File: src/rtl/frame_reception_if.sv
// Byte-stream receive bus: the transmitter side drives rx_in/rx_en, and the receiver returns
// the parsed frame fields and status strobes.
interface frame_reception_if;
  logic [7:0]  rx_in;
  logic        rx_en;
  logic [47:0] dest_addr_out;
  logic [47:0] src_addr_out;
  logic [15:0] eth_type_out;
  logic [31:0] data_out;
  logic        rx_valid;
  logic        rx_error;
  logic        rx_busy;

  modport master (
    output rx_in, rx_en,
    input  dest_addr_out, src_addr_out, eth_type_out, data_out,
    input  rx_valid, rx_error, rx_busy
  );

  modport slave (
    input  rx_in, rx_en,
    output dest_addr_out, src_addr_out, eth_type_out, data_out,
    output rx_valid, rx_error, rx_busy
  );
endinterface

File: src/rtl/frame_reception.sv
// MAC receive FSM: parses preamble/SFD/dest/src/type/payload/FCS, filters on destination
// address, and reports each frame with a one-cycle valid or error strobe.
module frame_reception #(
  parameter logic [47:0] MAC_ADDR     = 48'h0200_0000_0001,
  parameter int unsigned MIN_PREAMBLE = 7,
  parameter logic [7:0]  FCS_BYTE     = 8'hFF,
  parameter bit          PROMISC      = 1'b0
) (
  input logic              clk,
  input logic              rst_n,
  frame_reception_if.slave bus
);

  typedef enum logic [2:0] {
    IDLE, PREAMBLE, DEST_ADDR, SRC_ADDR, ETH_TYPE, PAYLOAD, FCS, DONE
  } state_e;

  localparam logic [3:0] MIN_PRE = 4'(MIN_PREAMBLE);

  state_e      state_q, state_d;
  logic [3:0]  pre_cnt_q, pre_cnt_d;
  logic [2:0]  byte_cnt_q, byte_cnt_d;
  logic [47:0] dest_sh_q, dest_sh_d;
  logic [47:0] src_sh_q, src_sh_d;
  logic [15:0] type_sh_q, type_sh_d;
  logic [31:0] data_sh_q, data_sh_d;
  logic        fcs_ok_q, fcs_ok_d;
  logic [47:0] dest_q, dest_d;
  logic [47:0] src_q, src_d;
  logic [15:0] type_q, type_d;
  logic [31:0] data_q, data_d;
  logic        valid_q, valid_d;
  logic        error_q, error_d;
  logic        in_field;
  logic        addr_ok;

  assign in_field = (state_q == DEST_ADDR) || (state_q == SRC_ADDR) ||
                    (state_q == ETH_TYPE)  || (state_q == PAYLOAD)  ||
                    (state_q == FCS);
  assign addr_ok  = PROMISC || (dest_sh_q == MAC_ADDR) || (dest_sh_q == '1);

  always_comb begin
    state_d    = state_q;
    pre_cnt_d  = pre_cnt_q;
    byte_cnt_d = byte_cnt_q;
    dest_sh_d  = dest_sh_q;
    src_sh_d   = src_sh_q;
    type_sh_d  = type_sh_q;
    data_sh_d  = data_sh_q;
    fcs_ok_d   = fcs_ok_q;
    dest_d     = dest_q;
    src_d      = src_q;
    type_d     = type_q;
    data_d     = data_q;
    valid_d    = 1'b0;
    error_d    = 1'b0;

    // Carrier loss inside the header/payload/FCS is a reportable abort.
    if (in_field && !bus.rx_en) begin
      error_d = 1'b1;
      state_d = IDLE;
    end else begin
      unique case (state_q)
        IDLE: begin
          if (bus.rx_en && bus.rx_in == 8'h55) begin
            state_d   = PREAMBLE;
            pre_cnt_d = 4'd1;
          end
        end
        PREAMBLE: begin
          if (!bus.rx_en) begin
            state_d = IDLE;
          end else if (bus.rx_in == 8'h55) begin
            if (pre_cnt_q != 4'hF) pre_cnt_d = pre_cnt_q + 4'd1;
          end else if (bus.rx_in == 8'hD5 && pre_cnt_q >= MIN_PRE) begin
            state_d    = DEST_ADDR;
            byte_cnt_d = '0;
          end else begin
            state_d = IDLE;
          end
        end
        DEST_ADDR: begin
          dest_sh_d  = {dest_sh_q[39:0], bus.rx_in};
          byte_cnt_d = byte_cnt_q + 3'd1;
          if (byte_cnt_q == 3'd5) begin
            state_d    = SRC_ADDR;
            byte_cnt_d = '0;
          end
        end
        SRC_ADDR: begin
          src_sh_d   = {src_sh_q[39:0], bus.rx_in};
          byte_cnt_d = byte_cnt_q + 3'd1;
          if (byte_cnt_q == 3'd5) begin
            state_d    = ETH_TYPE;
            byte_cnt_d = '0;
          end
        end
        ETH_TYPE: begin
          type_sh_d  = {type_sh_q[7:0], bus.rx_in};
          byte_cnt_d = byte_cnt_q + 3'd1;
          if (byte_cnt_q == 3'd1) begin
            state_d    = PAYLOAD;
            byte_cnt_d = '0;
          end
        end
        PAYLOAD: begin
          data_sh_d  = {data_sh_q[23:0], bus.rx_in};
          byte_cnt_d = byte_cnt_q + 3'd1;
          if (byte_cnt_q == 3'd3) begin
            state_d    = FCS;
            byte_cnt_d = '0;
          end
        end
        FCS: begin
          fcs_ok_d = (bus.rx_in == FCS_BYTE);
          state_d  = DONE;
        end
        DONE: begin
          if (!fcs_ok_q) begin
            error_d = 1'b1;
          end else if (addr_ok) begin
            dest_d  = dest_sh_q;
            src_d   = src_sh_q;
            type_d  = type_sh_q;
            data_d  = data_sh_q;
            valid_d = 1'b1;
          end
          state_d = IDLE;
        end
        default: state_d = IDLE;
      endcase
    end
  end

  always_ff @(posedge clk or negedge rst_n) begin
    if (!rst_n) begin
      state_q    <= IDLE;
      pre_cnt_q  <= '0;
      byte_cnt_q <= '0;
      dest_sh_q  <= '0;
      src_sh_q   <= '0;
      type_sh_q  <= '0;
      data_sh_q  <= '0;
      fcs_ok_q   <= 1'b0;
      dest_q     <= '0;
      src_q      <= '0;
      type_q     <= '0;
      data_q     <= '0;
      valid_q    <= 1'b0;
      error_q    <= 1'b0;
    end else begin
      state_q    <= state_d;
      pre_cnt_q  <= pre_cnt_d;
      byte_cnt_q <= byte_cnt_d;
      dest_sh_q  <= dest_sh_d;
      src_sh_q   <= src_sh_d;
      type_sh_q  <= type_sh_d;
      data_sh_q  <= data_sh_d;
      fcs_ok_q   <= fcs_ok_d;
      dest_q     <= dest_d;
      src_q      <= src_d;
      type_q     <= type_d;
      data_q     <= data_d;
      valid_q    <= valid_d;
      error_q    <= error_d;
    end
  end

  assign bus.dest_addr_out = dest_q;
  assign bus.src_addr_out  = src_q;
  assign bus.eth_type_out  = type_q;
  assign bus.data_out      = data_q;
  assign bus.rx_valid      = valid_q;
  assign bus.rx_error      = error_q;
  assign bus.rx_busy       = (state_q != IDLE);

endmodule

File: src/flat_wrapper.sv
// flat-port wrapper written by rule: the top's interface ports become plain ports
module frame_reception_flat 
#(
  parameter logic [47:0] MAC_ADDR     = 48'h0200_0000_0001,
  parameter int unsigned MIN_PREAMBLE = 7,
  parameter logic [7:0]  FCS_BYTE     = 8'hFF,
  parameter bit          PROMISC      = 1'b0
)
  (clk, rst_n, bus_rx_in, bus_rx_en, bus_dest_addr_out, bus_src_addr_out, bus_eth_type_out, bus_data_out, bus_rx_valid, bus_rx_error, bus_rx_busy);
  frame_reception_if bus_i ();
  input logic clk;
  input logic rst_n;
  input wire logic [$bits(bus_i.rx_in)-1:0] bus_rx_in;
  input wire logic [$bits(bus_i.rx_en)-1:0] bus_rx_en;
  output wire logic [$bits(bus_i.dest_addr_out)-1:0] bus_dest_addr_out;
  output wire logic [$bits(bus_i.src_addr_out)-1:0] bus_src_addr_out;
  output wire logic [$bits(bus_i.eth_type_out)-1:0] bus_eth_type_out;
  output wire logic [$bits(bus_i.data_out)-1:0] bus_data_out;
  output wire logic [$bits(bus_i.rx_valid)-1:0] bus_rx_valid;
  output wire logic [$bits(bus_i.rx_error)-1:0] bus_rx_error;
  output wire logic [$bits(bus_i.rx_busy)-1:0] bus_rx_busy;
  assign bus_i.rx_in = bus_rx_in;
  assign bus_i.rx_en = bus_rx_en;
  assign bus_dest_addr_out = bus_i.dest_addr_out;
  assign bus_src_addr_out = bus_i.src_addr_out;
  assign bus_eth_type_out = bus_i.eth_type_out;
  assign bus_data_out = bus_i.data_out;
  assign bus_rx_valid = bus_i.rx_valid;
  assign bus_rx_error = bus_i.rx_error;
  assign bus_rx_busy = bus_i.rx_busy;
  frame_reception #(.MAC_ADDR(MAC_ADDR), .MIN_PREAMBLE(MIN_PREAMBLE), .FCS_BYTE(FCS_BYTE), .PROMISC(PROMISC)) u_core (.clk(clk), .rst_n(rst_n), .bus(bus_i));
endmodule
File: config.mk
export PLATFORM = sky130hd
export DESIGN_NAME = frame_reception_flat
export DESIGN_NICKNAME = d
export VERILOG_FILES = /design/src/rtl/frame_reception_if.sv /design/src/rtl/frame_reception.sv /design/src/flat_wrapper.sv
export SDC_FILE = /design/constraint.sdc
export NUM_CORES = 1
export LEC_CHECK = 0
export CELL_PAD_IN_SITES_DETAIL_PLACEMENT = 1
export CELL_PAD_IN_SITES_GLOBAL_PLACEMENT = 2
export CORE_MARGIN = 1.5
export CORE_UTILIZATION = 30
export CTS_BUF_LIST = sky130_fd_sc_hd__clkbuf_2 sky130_fd_sc_hd__clkbuf_4 sky130_fd_sc_hd__clkbuf_8
export DETAILED_ROUTE_END_ITERATION = 6
export GPL_TIMING_DRIVEN = 0
export PLACE_DENSITY = 0.7
export SYNTH_ARGS = -nofsm -noshare
export SYNTH_HDL_FRONTEND = slang
export SYNTH_SLANG_ARGS = --single-unit
File: constraint.sdc
create_clock -name clk -period 3.1 [get_ports clk]
set_input_delay 0.465 -clock clk [delete_from_list [all_inputs] [get_ports clk]]
set_output_delay 0.465 -clock clk [all_outputs]
set_load 0.02 [all_outputs]
==> out/qor.csv <==
stage,metric,value,unit
job,max-cap violations,0,
routing,post-route ant nets,0,
placed_design,Port Buffers,157,
final_layout,Syn-to-layout area delta,29.4,%
routing,WL/cell,18.4,µm
timing,final setup fails,0,
final_layout,multi-input logic area,3940,µm²
final_layout,"commonest non-fill, non-tap cell in the layout",dfrtp_1,
setup_path,delay of the slowest cell on the worst path,0.56,ns
routing,via/cell ratio,4.54,
setup_path,R2R setup slack,0.43,ns
clock_network,root buf cell,clkbuf_8,
placed_design,RD Place Congestion,0.762,
logic_synthesis,Synth Instances,752,
logic_synthesis,Synth area leader,dfrtp_1,
logic_synthesis,"Distinct cells, synth",42,
routing,DR iter-0 viols,305,
setup_path,R2R depth,7,
routing,Post-Route WL,27900,µm
setup_path,WP data required,2.63,ns
power,VDD IR max,256,µV
timing,achievable frequency,0.362,GHz
setup_path,worst r2r src,u_core.state_q[1]$_DFFE_PN0P_,
logic_synthesis,"Async S/R FF share, synth",100,%
setup_path,Crit. End Element,output pin,
setup_path,reg2reg end,u_core.bus.data_out[29]$_DFFE_PN0P_,
placed_design,DP Area,14000,µm²
logic_synthesis,post-synthesis xor/xnor area fraction,0.0750,%
clock_network,clk sinks,301,
logic_synthesis,Synth top area share,64.5,%
logic_synthesis,Synth Area in Adders,0.536,%
timing,post-route clock period utilization,89.0,%
global_routing,first-pass GRT wire length,44500,µm
clock_network,CTS tree,yes,
clock_network,clk buf depth,3,
floorplanning,Die Area,40100,µm²
final_layout,post-route cell area,15100,µm²
floorplanning,Core Area,38600,µm²
routing,Remaining DRCs,0,
routing,total iterations of the first detailed-routing run,5,
setup_path,"Max FO, Critical Path",10,
logic_synthesis,Simple-Gate Fraction of Synth Area,3.94,%
global_routing,vias in the first global route,7583,
logic_synthesis,#FFs+latches synth,301,
timing,Worst slew margin,46.4,%
clock_network,clock-pin slew on the worst setup and hold paths,0.06,ns
clock_network,clock insertion delay at the later pin of the skew report,0.58,ns
placed_design,pre-CTS worst setup slack,-0.0374,ns
final_layout,most frequent cells in the layout,"301 x dfrtp_1, 207 x mux2_2, 156 x clkdlybuf4s50_1",
logic_synthesis,mux cell area share after synthesis,24.5,%
min_path,Hold Path Class,primary input to async pin,
setup_path,"delay-heaviest family, CP",buffers and inverters,
setup_path,CP Cell Sequence,clkbuf_1 > nor2_2 > nand2_1 > clkdlybuf4s50_1,
setup_path,CP arrival,2.29,ns
routing,Vias,6906,
setup_path,Startpoint Class,flop,
timing,Layout Skew,0.0213,ns
logic_synthesis,Syn. warnings,0,
logic_synthesis,Synth Cell Area,11700,µm²
floorplanning,Starting Density,30.3,%
timing,RSZ-0062 raised after global routing,no,
setup_path,"Slowest-stage cell, CP",clkdlybuf4s50_1,
final_layout,final net count,983,
clock_network,total CTS buffers,52,
floorplanning,io pins,158,
logic_synthesis,Avg Synthesized Cell Area,15.5,µm²
power,Leakage,7.72,nW
logic_synthesis,post-synthesis compound-gate area fraction,4.61,%
timing,"Min Clock Period, post-route",2.76,ns
logic_synthesis,synth top area cells,"dfrtp_1 64%, mux2_2 20%, mux2_4 4.4%",
timing,Hold Fails Final Rpt,0,
clock_network,H-tree Lvls,2,
global_routing,initial antenna violation count,1,
final_layout,Filler cells,4022,
final_layout,FF+latch area,7530,µm²
logic_synthesis,largest family of logic cells by synthesized area,multiplexers,
run_status,status,"finished, final reports clean",
setup_path,Setup CP Type,flop to output pin,
floorplanning,Die W,200,µm
placed_design,hpwl dp,19300,µm
global_routing,GR Util All Layers,14.1,%
floorplanning,Core Rows,72,
logic_synthesis,register area share after synthesis,64.5,%
timing,worst-margin pin slew,0.804,ns
timing,final max-slew violation count,0,
timing,setup ws final,0.341,ns
setup_path,Worst Path Buf+Inv,2,
global_routing,pin count of the biggest net entering global routing,85,
power,Pwr Density,531,nW/µm²
clock_network,post-CTS setup repair buffer count,0,
logic_synthesis,ys flop type,dfrtp_1,
global_routing,Overflow after GRT,0,
floorplanning,Die Y,200,µm
final_layout,share of post-route cells with drive strength above 1,34.7,%
logic_synthesis,syn nets,768,
logic_synthesis,"EDFF count, synth",0,
[registers in the layout (all words and copies together) (netlist names), 4 cells and up]
| signal | count |
|---|---|
| u_core.bus.dest_addr_out | 48 |
| u_core.bus.src_addr_out | 48 |
| u_core.dest_sh_q | 48 |
| u_core.src_sh_q | 48 |
| u_core.bus.data_out | 32 |
| u_core.data_sh_q | 32 |
| u_core.bus.eth_type_out | 16 |
| u_core.type_sh_q | 16 |
| u_core.pre_cnt_q | 4 |
[synth_stat cells, types with 2 or more instances]
master / n
nand2b_1: 2
nor2_1: 7
inv_1: 6
buf_1: 11
buf_2: 3
or3_1: 4
and3_1: 2
o41ai_1: 2
nor2b_1: 2
nand2_1: 19
mux2_4: 34
clkbuf_1: 22
o21ai_0: 10
mux2_2: 207
nand3_1: 6
dfrtp_1: 301
nand4_1: 17
ha_1: 5
a21o_1: 48
nor4_1: 14
buf_6: 4
or2_2: 2
a21oi_1: 5
[routing by layer]
layer	vias to the layer above	wire length, µm	global-route usage [%]
met2	111	13800	23.8
met1	3598	12500	18.2
met4	0	506	4.30
met5	-	0	0
met3	44	1050	2.98
li1	3153	-	-
[cell families after synthesis]
family                     Yosys count
buffers and inverters               47
DFF                                301
AOI/OAI and AO/OA                   74
and+or+nand+nor                     81
xor gates and xnor gates             1
adders and majority gates            5
muxes                              243
[metrics by stage]
step                      hold WS, ns  util (%)   TNS, ns  total power [mW]  cells
after floorplan                 0.169         -         0              4.12    752
after global placement          0.458      36.0  -3571.37              4.29   1427
after detailed placement        0.456      36.3    -0.596              4.30   1430
after CTS                       0.414      39.2         0              8.19   1520
after global routing            0.447      39.2         0              8.38   1521
final                           0.425      39.2         0              8.03   1521
[repair_timing]
item | in CTS | in global routing
hold buffers | 1 | 0
endpoints found under the setup margin | 0 | 1
gates resized for setup | 0 | 1
hold endpoints to repair | 67 | 0
[where the power goes]
part	switching, mW	total (mW)	internal [mW]
registers	0.00309	3.94	3.94
clock network	1.58	3.81	2.23
logic	0.202	0.276	0.0741
[layout make-up]
type / count / area share [%]
Buffer: 41 / 1.27
Timing Repair Buffer: 161 / 11.0
Sequential cell: 301 / 49.8
Tap cell: 518 / 4.29
Antenna cell: 1 / 0.0166
Clock buffer: 81 / 6.71
Multi-Input combinational cell: 404 / 26.0
Clock inverter: 8 / 0.646
Inverter: 6 / 0.149
[worst max-delay path by stage]
stage | slack [ns] | to | startpoint | cells past startpoint
after floorplan | 0.94 | u_core.bus.data_out[0]$_DFFE_PN0P_ | u_core.state_q[1]$_DFFE_PN0P_ | 8
after global placement | -11.91 | u_core.bus.dest_addr_out[36]$_DFFE_PN0P_ | rst_n | 1
after detailed placement | -0.04 | u_core.src_sh_q[39]$_DFFE_PN0P_ | bus_rx_en | 6
after CTS | 0.09 | bus_rx_busy | u_core.state_q[2]$_DFFE_PN0P_ | 4
after global routing | 0.16 | bus_rx_busy | u_core.state_q[2]$_DFFE_PN0P_ | 4
final | 0.34 | bus_rx_busy | u_core.state_q[2]$_DFFE_PN0P_ | 4
No activity file was read; power rests on OpenSTA's default activity.
